$ cat src/rtl/weight_updater_if.sv
// +------------------------------------------------------------------------+
// | weight_updater_if : start/done control and weight-RAM port bundle      |
// | Rev 1.0                                                                |
// +------------------------------------------------------------------------+
`default_nettype none

interface weight_updater_if #(
  parameter int AW = 10,
  parameter int W  = 24,
  parameter int TW = 8
);
  logic          start;
  logic          post_spike;
  logic [AW-1:0] addr_r;
  logic [W-1:0]  data_r;
  logic [TW-1:0] trace_in;
  logic [AW-1:0] addr_w;
  logic [W-1:0]  data_w;
  logic          we;
  logic          busy;
  logic          done;
  logic [AW-1:0] sat_count;

  // Controller plus RAM side of the bundle.
  modport master (
    output start, post_spike, data_r, trace_in,
    input  addr_r, addr_w, data_w, we, busy, done, sat_count
  );

  // Weight updater side of the bundle.
  modport slave (
    input  start, post_spike, data_r, trace_in,
    output addr_r, addr_w, data_w, we, busy, done, sat_count
  );
endinterface

`default_nettype wire

$ cat src/rtl/weight_updater.sv
// +------------------------------------------------------------------------+
// | weight_updater : one STDP read-modify-write pass over a weight RAM     |
// | Rev 1.0                                                                |
// +------------------------------------------------------------------------+
`default_nettype none

module weight_updater #(
  parameter int M       = 784,
  parameter int W       = 24,
  parameter int AW      = 10,
  parameter int TW      = 8,
  parameter int A_PLUS  = 16,
  parameter int A_MINUS = 8,
  parameter int WMAX    = 65536,
  parameter int WMIN    = -65536
) (
  input  logic           clk,
  input  logic           rst,
  weight_updater_if.slave bus
);

  localparam int EW = W + TW + 2;

  localparam logic [1:0] C_IDLE  = 2'd0;
  localparam logic [1:0] C_RUN   = 2'd1;
  localparam logic [1:0] C_DRAIN = 2'd2;
  localparam logic [1:0] C_DONE  = 2'd3;

  localparam logic [AW-1:0]        C_LAST = AW'(M - 1);
  localparam logic signed [EW-1:0] C_WMAX = EW'(WMAX);
  localparam logic signed [EW-1:0] C_WMIN = EW'(WMIN);
  localparam logic signed [EW-1:0] C_DEC  = EW'(-A_MINUS);

  logic [1:0]    state_q, state_d;
  logic [AW-1:0] rd_cnt_q, rd_cnt_d;
  logic          drain_q, drain_d;
  logic          mode_q, mode_d;
  logic [AW-1:0] sat_q, sat_d;
  logic          s1_vld_q, s1_vld_d;
  logic [AW-1:0] s1_addr_q, s1_addr_d;
  logic          we_q, we_d;
  logic [AW-1:0] addr_w_q, addr_w_d;
  logic [W-1:0]  data_w_q, data_w_d;

  logic                 sat_clr;
  logic [EW-1:0]        prod;
  logic signed [EW-1:0] w_ext, delta, sum, clamped;
  logic                 sat_hit;

  always_comb begin
    state_d  = state_q;
    rd_cnt_d = rd_cnt_q;
    drain_d  = drain_q;
    mode_d   = mode_q;
    sat_clr  = 1'b0;
    case (state_q)
      C_IDLE: begin
        if (bus.start) begin
          state_d  = C_RUN;
          mode_d   = bus.post_spike;
          rd_cnt_d = '0;
          sat_clr  = 1'b1;
        end
      end
      C_RUN: begin
        if (rd_cnt_q == C_LAST) begin
          state_d = C_DRAIN;
          drain_d = 1'b0;
        end else begin
          rd_cnt_d = rd_cnt_q + AW'(1);
        end
      end
      C_DRAIN: begin
        drain_d = 1'b1;
        if (drain_q) state_d = C_DONE;
      end
      C_DONE:  state_d = C_IDLE;
      default: state_d = C_IDLE;
    endcase
  end

  // Stage 2: widen, apply the STDP rule without wrap, then clamp.
  always_comb begin
    w_ext = {{(EW-W){bus.data_r[W-1]}}, bus.data_r};
    prod  = EW'(bus.trace_in) * EW'(A_PLUS);
    if (mode_q && (bus.trace_in != '0))      delta = $signed(prod);
    else if (mode_q || (bus.trace_in != '0)) delta = C_DEC;
    else                                     delta = '0;
    sum = w_ext + delta;
    if (sum > C_WMAX)      clamped = C_WMAX;
    else if (sum < C_WMIN) clamped = C_WMIN;
    else                   clamped = sum;
    sat_hit = (clamped != sum);
  end

  always_comb begin
    s1_vld_d  = (state_q == C_RUN);
    s1_addr_d = rd_cnt_q;
    we_d      = s1_vld_q;
    addr_w_d  = s1_vld_q ? s1_addr_q : addr_w_q;
    data_w_d  = s1_vld_q ? clamped[W-1:0] : data_w_q;
    sat_d     = sat_q;
    if (sat_clr)                                  sat_d = '0;
    else if (s1_vld_q && sat_hit && (sat_q != '1)) sat_d = sat_q + AW'(1);
  end

  always_ff @(posedge clk) begin
    if (rst) begin
      state_q   <= C_IDLE;
      rd_cnt_q  <= '0;
      drain_q   <= 1'b0;
      mode_q    <= 1'b0;
      sat_q     <= '0;
      s1_vld_q  <= 1'b0;
      s1_addr_q <= '0;
      we_q      <= 1'b0;
      addr_w_q  <= '0;
      data_w_q  <= '0;
    end else begin
      state_q   <= state_d;
      rd_cnt_q  <= rd_cnt_d;
      drain_q   <= drain_d;
      mode_q    <= mode_d;
      sat_q     <= sat_d;
      s1_vld_q  <= s1_vld_d;
      s1_addr_q <= s1_addr_d;
      we_q      <= we_d;
      addr_w_q  <= addr_w_d;
      data_w_q  <= data_w_d;
    end
  end

  assign bus.addr_r    = rd_cnt_q;
  assign bus.addr_w    = addr_w_q;
  assign bus.data_w    = data_w_q;
  assign bus.we        = we_q;
  assign bus.busy      = (state_q == C_RUN) || (state_q == C_DRAIN);
  assign bus.done      = (state_q == C_DONE);
  assign bus.sat_count = sat_q;

endmodule

`default_nettype wire

$ cat src/flat_wrapper.sv
// flat-port wrapper written by rule: the top's interface ports become plain ports
module weight_updater_flat 
#(
  parameter int M       = 784,
  parameter int W       = 24,
  parameter int AW      = 10,
  parameter int TW      = 8,
  parameter int A_PLUS  = 16,
  parameter int A_MINUS = 8,
  parameter int WMAX    = 65536,
  parameter int WMIN    = -65536
)
  (clk, rst, bus_start, bus_post_spike, bus_data_r, bus_trace_in, bus_addr_r, bus_addr_w, bus_data_w, bus_we, bus_busy, bus_done, bus_sat_count);
  weight_updater_if #(.AW(AW), .W(W), .TW(TW)) bus_i ();
  input  logic clk;
  input  logic rst;
  input wire logic [$bits(bus_i.start)-1:0] bus_start;
  input wire logic [$bits(bus_i.post_spike)-1:0] bus_post_spike;
  input wire logic [$bits(bus_i.data_r)-1:0] bus_data_r;
  input wire logic [$bits(bus_i.trace_in)-1:0] bus_trace_in;
  output wire logic [$bits(bus_i.addr_r)-1:0] bus_addr_r;
  output wire logic [$bits(bus_i.addr_w)-1:0] bus_addr_w;
  output wire logic [$bits(bus_i.data_w)-1:0] bus_data_w;
  output wire logic [$bits(bus_i.we)-1:0] bus_we;
  output wire logic [$bits(bus_i.busy)-1:0] bus_busy;
  output wire logic [$bits(bus_i.done)-1:0] bus_done;
  output wire logic [$bits(bus_i.sat_count)-1:0] bus_sat_count;
  assign bus_i.start = bus_start;
  assign bus_i.post_spike = bus_post_spike;
  assign bus_i.data_r = bus_data_r;
  assign bus_i.trace_in = bus_trace_in;
  assign bus_addr_r = bus_i.addr_r;
  assign bus_addr_w = bus_i.addr_w;
  assign bus_data_w = bus_i.data_w;
  assign bus_we = bus_i.we;
  assign bus_busy = bus_i.busy;
  assign bus_done = bus_i.done;
  assign bus_sat_count = bus_i.sat_count;
  weight_updater #(.M(M), .W(W), .AW(AW), .TW(TW), .A_PLUS(A_PLUS), .A_MINUS(A_MINUS), .WMAX(WMAX), .WMIN(WMIN)) u_core (.clk(clk), .rst(rst), .bus(bus_i));
endmodule
$ cat config.mk
export PLATFORM = sky130hd
export DESIGN_NAME = weight_updater_flat
export DESIGN_NICKNAME = d
export VERILOG_FILES = /design/src/rtl/weight_updater_if.sv /design/src/rtl/weight_updater.sv /design/src/flat_wrapper.sv
export SDC_FILE = /design/constraint.sdc
export NUM_CORES = 1
export LEC_CHECK = 0
export CORE_MARGIN = 4
export CORE_UTILIZATION = 43
export DETAILED_ROUTE_END_ITERATION = 8
export MAX_ROUTING_LAYER = met4
export PLACE_DENSITY_LB_ADDON = 0.15
export SKIP_LAST_GASP = 1
export SYNTH_ARGS = -nofsm -noshare
export SYNTH_HDL_FRONTEND = slang
export SYNTH_SLANG_ARGS = --single-unit
$ cat constraint.sdc
create_clock -name clk -period 11.1 [get_ports clk]
set_input_delay 2.22 -clock clk [delete_from_list [all_inputs] [get_ports clk]]
set_output_delay 2.22 -clock clk [all_outputs]
set_load 0.02 [all_outputs]
# Word-level counts from Yosys, hierarchy flattened
# Cells that the tools add are included.
# totals
reg_bits	70
inputBits	36
output_inout_bits	57
elab_cells	54
# op_classes
n_addsub	3
order_cmp	2
n_eq_ne	10
mux	15
n_reduce_logical	14
# op_table
operator	n
34-bit two-way mux	4
24-bit by 34-bit adder with 34-bit output	1
34-bit by 18-bit > comparator with 1-bit output (second input constant)	1
34-bit by 17-bit < comparator with 1-bit output (second input constant)	1
34-bit != test	1
10-bit by 1-bit adder with 10-bit output (second input constant)	2
10-bit two-way mux	2
10-bit case mux with 2 select lines	1
10-bit equality test (second input constant)	1
10-bit != test (second input constant)	1
2-bit case mux with 4 select lines	1
8-bit nonzero test	1
2-bit two-way mux	3
2-bit != test (second input constant)	3
3-bit AND reduction	2
2-bit equality test (second input constant)	2
2-bit AND reduction	2
2-bit nonzero test	2
1-bit logical AND	3
1-bit two-way mux	3
2-bit by 1-bit equality test with 1-bit output (second input constant)	1
2-bit logical NOT	1
1-bit logical OR	2
2-bit by 1-bit != test with 1-bit output (second input constant)	1
2 further kinds	2

# Longest topological paths before layout
# Gate-level depths: netlist (run 1).
# depth
ltp_word	11
ltp_mapped	21
ltp_nobuf	19

# Least setup slack after synthesis (run 1)
# OpenSTA, ideal clock, no wires.
# synth_timing
path_type	input port to flip-flop
start	in bus_trace_in[1]
end	reg u_core.sat_q[4], in the netlist u_core.bus.sat_count[4]
setup_time_ns	0.072
t_arrival_ns	6.380
t_required_ns	11.028
slack_ns	4.648
path_stages	20
n_path_buf	2
cell_sequence	nor4_1 > nand2_1 > ha_1 > clkbuf_1 > nor2b_1 > clkbuf_1 > a21oi_1 > fa_1 > a211oi_1 > o21ai_1 > a22o_1 > a221oi_1 > nand3_1 > nor4b_2 > nand2_1 > ha_1 > o21ai_1 > inv_1 > a32oi_1 > mux2i_1
# synth_between
elab_chain_len	11
word_cells_on_any_way	13
classes_between	add/sub (1); order compare (2); eq/ne (1); mux (4); reduce/logical (5)
# synth_rtl
element	line	text
start: declaration	flat_wrapper.sv:20	input wire logic [$bits(bus_i.trace_in)-1:0] bus_trace_in;
8-bit nonzero test	weight_updater.sv:86, weight_updater.sv:87	
1-bit logical OR	weight_updater.sv:87	else if (mode_q || (bus.trace_in != '0)) delta = C_DEC;
34-bit two-way mux	weight_updater.sv:87	
34-bit two-way mux *	weight_updater.sv:86	if (mode_q && (bus.trace_in != '0)) delta = $signed(prod);
24-bit by 34-bit adder with 34-bit output *	weight_updater.sv:89	sum = w_ext + delta;
34-bit by 17-bit < comparator with 1-bit output	weight_updater.sv:91	else if (sum < C_WMIN) clamped = C_WMIN;
34-bit two-way mux	weight_updater.sv:91	
34-bit two-way mux	weight_updater.sv:90	if (sum > C_WMAX) clamped = C_WMAX;
34-bit != test *	weight_updater.sv:93	sat_hit = (clamped != sum);
1-bit logical AND * (2 in a row)	weight_updater.sv:104	else if (s1_vld_q && sat_hit && (sat_q != '1)) sat_d = sat_q + AW'(1);
end signal: assignment	weight_updater.sv:124	sat_q <= sat_d;
end: declaration	weight_updater.sv:38	logic [AW-1:0] sat_q, sat_d;
# Mark *: on every way between the ends. The rest lies on a longest branch, timed or not.
# A chain may end at the register's enable or synchronous reset.

# Worst setup path after layout (run 1)
# layout_timing
start	in bus_trace_in[5]
end	reg u_core.data_w_q[0], in the netlist u_core.bus.data_w[0]
# layout_between
elab_chain_len	8
word_cells_on_any_way	10
classes_between	add/sub (1); order compare (2); mux (4); reduce/logical (3)
# layout_rtl
element	line	text
8-bit nonzero test	weight_updater.sv:86, weight_updater.sv:87	
1-bit logical OR	weight_updater.sv:87	
34-bit two-way mux	weight_updater.sv:87	
34-bit two-way mux *	weight_updater.sv:86	
24-bit by 34-bit adder with 34-bit output *	weight_updater.sv:89	
34-bit by 17-bit < comparator with 1-bit output	weight_updater.sv:91	
34-bit two-way mux	weight_updater.sv:91	
34-bit two-way mux *	weight_updater.sv:90	
end signal: assignment	weight_updater.sv:129	data_w_q <= data_w_d;
end: declaration	weight_updater.sv:43	logic [W-1:0] data_w_q, data_w_d;
# Marks and branches as above.

==> flow_metrics.env, run 1 <==
export IMPL_synth_compound_area_share_pct=20.70
export IMPL_synth_top_area_cell="dfxtp_1"
export IMPL_ios=93
export IMPL_avgViaCountPerCell=5.452
export IMPL_ys_async_sr_fraction_pct=0
export IMPL_synth_avg_cell_area_um2=7.977
export IMPL_critPathKind="primary input to flop"
export IMPL_synth_cells=557
export IMPL_ys_top_cells_by_area="dfxtp_1 32%, ha_1 8.4%, nand2_1 5.7%"
export IMPL_grt_max_degree=32
export IMPL_hold_violations=0
export IMPL_fin_tns_setup_ns=0
export IMPL_drc=0
export IMPL_cts_made_buffers=9
export IMPL_rows=36
export IMPL_clock_skew_ns=0.008566
export IMPL_final_layout_size_suffix_gt1_share_pct=4.341
export IMPL_htreeDepth=3
export IMPL_internal_power_mw=0.5281
export IMPL_routed_via_count=4242
export IMPL_post_cts_buffers=0
export IMPL_irDropWorstVdd_v=0.00009392
export IMPL_pwr_share_seq_pct=32.9
export IMPL_synth_yosys_warnings=0
export IMPL_grt_util_all_layers_pct=20.15
export IMPL_die_h_um=109.7
export IMPL_end_kind="flop"
export IMPL_cts_hold_buf=0
export IMPL_numPortBuffers=92
export IMPL_yosysSeqAreaShare_pct=31.54
export IMPL_clkTransAtPathRegs_ns=0.08
export IMPL_antenna_found_initial=0
export IMPL_netlist_area_um2=4443
export IMPL_worst_pin_slew_ns=0.8458
export IMPL_synth_edf_count=0
export IMPL_fmax_mhz=133.7
export IMPL_clk_path_buf_depth=2
export IMPL_synth_top_family_by_area="simple AND/OR/NAND/NOR gates"
export IMPL_dp_cells=762
export IMPL_synth_nets=624
export IMPL_cts_tree="built"
export IMPL_die_w_um=109.7
export IMPL_period_share_pct=67.37
export IMPL_crit_fanout=13
export IMPL_grt_pass1_vias=4082
export IMPL_worstHoldPathType="flop to flop"
export IMPL_routed_wl_mm=11.48
export IMPL_synthXorXnorAreaFrac_pct=3.745
export IMPL_power_density_nw_per_um2=153.8
export IMPL_synthSimpleGateAreaFrac_pct=26.08
export IMPL_rsz0062_at_grt="no"
export IMPL_synth_fa_ha_area_share_pct=8.899
export IMPL_synth_mux_area_share_pct=4.731
export IMPL_worstSetupStartpointType="primary input"
export IMPL_syn2layout_area_growth_pct=27.51
export IMPL_core_area_um2=9910
export IMPL_fin_crit_ns=7.479
export IMPL_wl_per_cell_um=14.75
export IMPL_outcome="finished clean"
export IMPL_initial_core_util_pct=44.84
export IMPL_setup_viol=0
export IMPL_die_area_um2=12020
export IMPL_grt_ovfl_total=0
export IMPL_design_area_um2=5665
export IMPL_ys_top_cells_by_count="70 x dfxtp_1, 68 x nand2_1, 56 x nor2_1"
export IMPL_clockRootBuffer="clkbuf_8"
export IMPL_ys_flop_type="dfxtp_1"
export IMPL_placed_cell_area_um2=5459
export IMPL_clkPwrFrac_pct=24.2
export IMPL_slew_violations=0
export IMPL_clock_sinks=70
export IMPL_p_comb_share_pct=42.9
export IMPL_routabilityCongestion=0.9152
export IMPL_yosysMostFrequentCell="dfxtp_1"
export IMPL_crit_arrival_ns=7.77
export IMPL_fill_cells=928
export IMPL_synth_cell_types=59
export IMPL_holdWs_ns=0.4719
export IMPL_cap_violations=0
export IMPL_p_switching_mw=0.3432
export IMPL_relSlewSlack_pct=43.54
export IMPL_yosysTopAreaCellShare_pct=31.54
export IMPL_layout_cells_non_filler=778
export IMPL_clkLatencyLatePin_ns=0.35
export IMPL_drt_iter0_drc=144
export IMPL_firstDrtPassIters=4
export IMPL_grt_first_pass_wirelength_mm=18.80
export IMPL_synth_seq_cells=70
export IMPL_switching_share_pct=39.39
export IMPL_ant_nets=0
export IMPL_dp_hpwl_mm=9.158
export IMPL_crit_required_ns=11.39
export IMPL_postCtsResizedCells=0
export IMPL_p_leak_nw=2.131
export IMPL_nets=707
export IMPL_antennaDiodeCount=0
sequential cells by signal, indices dropped and copies added (netlist names):
register	flops
u_core.bus.addr_r	10
u_core.bus.addr_w	10
u_core.bus.data_w	24
u_core.bus.sat_count	10
u_core.bus.we	1
u_core.drain_q	1
u_core.mode_q	1
u_core.s1_addr_q	10
u_core.s1_vld_q	1
u_core.state_q	2
critical path, cell delays in order:
cell and delay [ns]:
clkdlybuf4s50_1 0.42, nor4_1 0.33, nand2_1 0.12, ha_1 0.30
nor2b_1 0.45, a21oi_1 0.11, ha_1 0.37, and2_1 0.19
nand3_2 0.12, a2111oi_1 0.73, or4_1 0.20, and4_1 0.30
nor4b_2 0.41, nand2_1 0.11, ha_1 0.46, nor3_2 0.69
a22o_1 0.23
cells in the final DEF (no fill, tap or decap), types with 5 or more instances in the layout:
cell | netlist | final
nand4_1 | 8 | 8
o21ai_1 | 7 | 7
clkbuf_8 | 0 | 10
nor4_1 | 7 | 7
nand3_1 | 18 | 18
a211oi_1 | 5 | 5
nor3_1 | 14 | 14
o21ai_0 | 24 | 24
a21oi_1 | 38 | 38
a311oi_1 | 5 | 5
xnor2_1 | 10 | 10
a21o_1 | 5 | 5
nand2_1 | 68 | 68
nor2_1 | 56 | 56
o211ai_1 | 6 | 6
inv_1 | 26 | 26
nand2b_1 | 17 | 17
mux2i_1 | 21 | 21
or3_1 | 8 | 8
a22o_1 | 16 | 16
ha_1 | 30 | 30
and2_1 | 5 | 5
dfxtp_1 | 70 | 70
clkdlybuf4s50_1 | 0 | 92
xor2_1 | 9 | 9
nor2b_1 | 14 | 14
per-layer routing:
layer | vias up | routed length, um | part of all wire (%) | track usage (%)
met2 | 88 | 5226 | 46 | 32.48
met1 | 1962 | 5479 | 48 | 25.15
met5 | - | 0 | 0 | -
li1 | 2174 | - | - | -
met4 | 0 | 179 | 1.6 | 4.898
met3 | 18 | 591 | 5.1 | 5.520
power by group through the flow:
| stage | clock network, mW | registers [mW] | logic (mW) |
|---|---|---|---|
| floorplan | 0 | 0.295 | 0.263 |
| global placement | 0 | 0.291 | 0.367 |
| detailed placement | 0 | 0.292 | 0.373 |
| CTS | 0.217 | 0.287 | 0.374 |
| global route | 0.230 | 0.289 | 0.416 |
| finish | 0.211 | 0.287 | 0.374 |
final cells by class:
type                            instances  area [um2]  share of cell area, %
Inverter                               26       97.59                  1.723
Clock inverter                          6       68.82                  1.215
Sequential cell                        70        1401                  24.73
Tap cell                              133       166.4                  2.937
Multi-Input combinational cell        438        2850                  50.31
Clock buffer                           10       137.6                  2.429
Timing Repair Buffer                   95       943.4                  16.65
stage by stage:
step           power [mW]  setup WS, ns  util [%]
2_1_floorplan      0.5583         4.648         -
3_3_place_gp       0.6584         3.605     55.09
4_1_cts            0.8779         3.677     57.17
5_1_grt            0.9344         3.179     57.17
3_5_place_dp       0.6652         3.316     55.09
6_report           0.8713         3.621     57.17
cell families (layout without fill, tap and decap cells):
family                     Yosys count  in the layout
and+or+nand+nor                    233            233
AOI/OAI and AO/OA                  134            134
DFF                                 70             70
buffers and inverters               49            137
adders and majority gates           31             31
muxes                               21             21
xor gates and xnor gates            19             19
worst paths after layout:
kind	start	to	slack [ns]	depth (start not counted)
min reg2reg	u_core.bus.data_w[11]	u_core.bus.data_w[11]	0.47	2
max	bus_trace_in[5]	u_core.bus.data_w[0]	3.62	17
max reg2reg	u_core.mode_q	u_core.bus.data_w[0]	6.00	14
min	u_core.bus.data_w[11]	u_core.bus.data_w[11]	0.47	2
(Power assumes the default switching activity.)
==> run 2, diff against run 1 <==
==> constraint.sdc (replaced) <==
create_clock -name clk -period 7 [get_ports clk]
set_input_delay 1.4 -clock clk [delete_from_list [all_inputs] [get_ports clk]]
set_output_delay 1.4 -clock clk [all_outputs]
set_load 0.02 [all_outputs]
==> run 2 against run 1 <==
Effect of this change: combinational power is 59% higher; sequential share of layout area decreased by 0.076 points; total power is 61% higher; flip-flop and latch count is the same; clock skew rose by 0.00051 ns; critical path depth rose by 2; via count is 0.87% higher; first-iteration DRC count increased by 6.9%; register-to-register slack got worse by 4.1 ns; clock-buffer cell count did not move.
==> flow_metrics.env, run 2 (synthesis results as in run 1) <==
export IMPL_outcome="finished clean"
export IMPL_firstDrtPassIters=4
export IMPL_die_h_um=109.7
export IMPL_end_kind="flop"
export IMPL_design_area_um2=5683
export IMPL_crit_required_ns=7.24
export IMPL_worst_r2r_endpoint="u_core.bus.sat_count[9]"
export IMPL_worst_pin_slew_ns=0.8416
export IMPL_clockRootBuffer="clkbuf_8"
export IMPL_clock_skew_ns=0.009074
export IMPL_slew_violations=0
export IMPL_final_layout_size_suffix_gt1_share_pct=4.341
export IMPL_clk_path_buf_depth=2
export IMPL_routed_via_count=4279
export IMPL_cts_hold_buf=0
export IMPL_fin_ws_ns=0.4975
export IMPL_die_w_um=109.7
export IMPL_initial_core_util_pct=44.84
export IMPL_power_density_nw_per_um2=247.6
export IMPL_reg2reg_depth=16
export IMPL_hold_violations=0
export IMPL_r2r_start="u_core.mode_q"
export IMPL_worstSetupStartpointType="primary input"
export IMPL_crit_fanout=13
export IMPL_postCtsResizedCells=0
export IMPL_final_common_cell="clkdlybuf4s50_1"
export IMPL_rows=36
export IMPL_critPathKind="primary input to flop"
export IMPL_cts_made_buffers=9
export IMPL_rrSetupSlack_ns=1.91
export IMPL_drt_iter0_drc=154
export IMPL_cts_tree="built"
export IMPL_crit_path_start="bus_trace_in[5]"
export IMPL_clkTransAtPathRegs_ns=0.08
export IMPL_antennaDiodeCount=0
export IMPL_irDropWorstVdd_v=0.0001275
export IMPL_syn2layout_area_growth_pct=27.91
export IMPL_grt_util_all_layers_pct=20.46
export IMPL_dp_slack_ns=0.1133
export IMPL_numPortBuffers=92
export IMPL_holdPathStages=2
export IMPL_fill_cells=924
export IMPL_fin_tns_setup_ns=0
export IMPL_largest_reg_flops=24
export IMPL_worstHoldPathType="flop to flop"
export IMPL_fin_crit_ns=6.502
export IMPL_rsz0062_at_grt="no"
export IMPL_fmax_mhz=153.8
export IMPL_nets=707
export IMPL_grt_first_pass_wirelength_mm=19.30
export IMPL_antenna_found_initial=0
export IMPL_placed_cell_area_um2=5459
export IMPL_p_leak_nw=2.135
export IMPL_cap_violations=0
export IMPL_grt_max_degree=32
export IMPL_core_area_um2=9910
export IMPL_crit_end="u_core.bus.sat_count[9]"
export IMPL_setup_viol=0
export IMPL_clkLatencyLatePin_ns=0.34
export IMPL_dp_hpwl_mm=8.920
export IMPL_htreeDepth=3
export IMPL_grt_pass1_vias=4091
export IMPL_avgViaCountPerCell=5.500
export IMPL_period_share_pct=92.89
export IMPL_grt_ovfl_total=0
export IMPL_ios=93
export IMPL_routed_wl_mm=11.39
export IMPL_drc=0
export IMPL_wl_per_cell_um=14.64
export IMPL_post_cts_buffers=0
export IMPL_relSlewSlack_pct=43.82
export IMPL_die_area_um2=12020
export IMPL_crit_arrival_ns=6.75
export IMPL_clock_sinks=70
export IMPL_layout_common_cells="92 x clkdlybuf4s50_1, 70 x dfxtp_1, 68 x nand2_1, 56 x nor2_1, 38 x a21oi_1"
export IMPL_routabilityCongestion=0.8955
export IMPL_ant_nets=0
==> run 2: changes by cell type in the layout (fill, tap and decap cells not counted) <==
cell / before / now
clkbuf_8: 10 / 9
nor2b_2: 0 / 1
clkbuf_1: 0 / 1
clkinv_2: 1 / 0
bufinv_16: 1 / 2
nor2b_1: 14 / 13
==> run 2: cell type report <==
| cell class | count | area (um2) | area share, % |
|---|---|---|---|
| Sequential cell | 70 | 1401 | 24.66 |
| Multi-Input combinational cell | 438 | 2853 | 50.20 |
| Timing Repair Buffer | 95 | 943.4 | 16.60 |
| Tap cell | 133 | 166.4 | 2.928 |
| Clock buffer | 10 | 127.6 | 2.246 |
| Clock inverter | 6 | 93.84 | 1.651 |
| Inverter | 26 | 97.59 | 1.717 |
==> run 2: worst max-delay path: stages <==
cell             delay [ns]
clkdlybuf4s50_1        0.41
nor4_1                 0.31
nand2_1                0.12
inv_1                  0.07
ha_1                   0.41
ha_1                   0.32
fa_1                   0.42
a211oi_1               0.38
o21ai_1                0.21
a22o_1                 0.24
a221oi_1               0.44
nand3_1                0.16
nor4b_2                0.41
nand2_1                0.10
ha_1                   0.52
nand2_1                0.25
a311oi_1               0.35
o21ai_0                0.13
o31ai_1                0.08
==> run 2: worst min-delay path by stage <==
stage,start,end
final,u_core.bus.data_w[8],u_core.bus.data_w[8]
after global routing,u_core.bus.data_w[8],u_core.bus.data_w[8]
after CTS,u_core.bus.data_w[8],u_core.bus.data_w[8]
after detailed placement,u_core.bus.data_w[8],u_core.bus.data_w[8]
after global placement,u_core.bus.data_w[8],u_core.bus.data_w[8]
after floorplan,u_core.s1_addr_q[0],u_core.bus.addr_w[0]
==> run 2: routing by layer <==
metal	GRT usage [%]	up-vias	wire length [um]
met5	-	-	0
met4	4.541	0	131
met3	5.109	12	569
met2	32.04	110	5305
met1	26.80	1988	5387
li1	-	2169	-
==> run 2: through the flow <==
step | std cells | hold WS [ns] | power (mW) | utilization, %
6_report | 778 | 0.4556 | 1.407 | 57.35
5_1_grt | 778 | 0.4756 | 1.512 | 57.35
4_1_cts | 778 | 0.4547 | 1.414 | 57.32
3_5_place_dp | 762 | 0.4439 | 1.051 | 55.09
3_3_place_gp | 762 | 0.4397 | 1.040 | 55.09
2_1_floorplan | 557 | 0.4408 | 0.8853 | -
==> run 2: where the power goes <==
| part | switching (mW) | internal, mW |
|---|---|---|
| combinational | 0.357 | 0.237 |
| sequential | 0.0308 | 0.424 |
| clock | 0.155 | 0.203 |
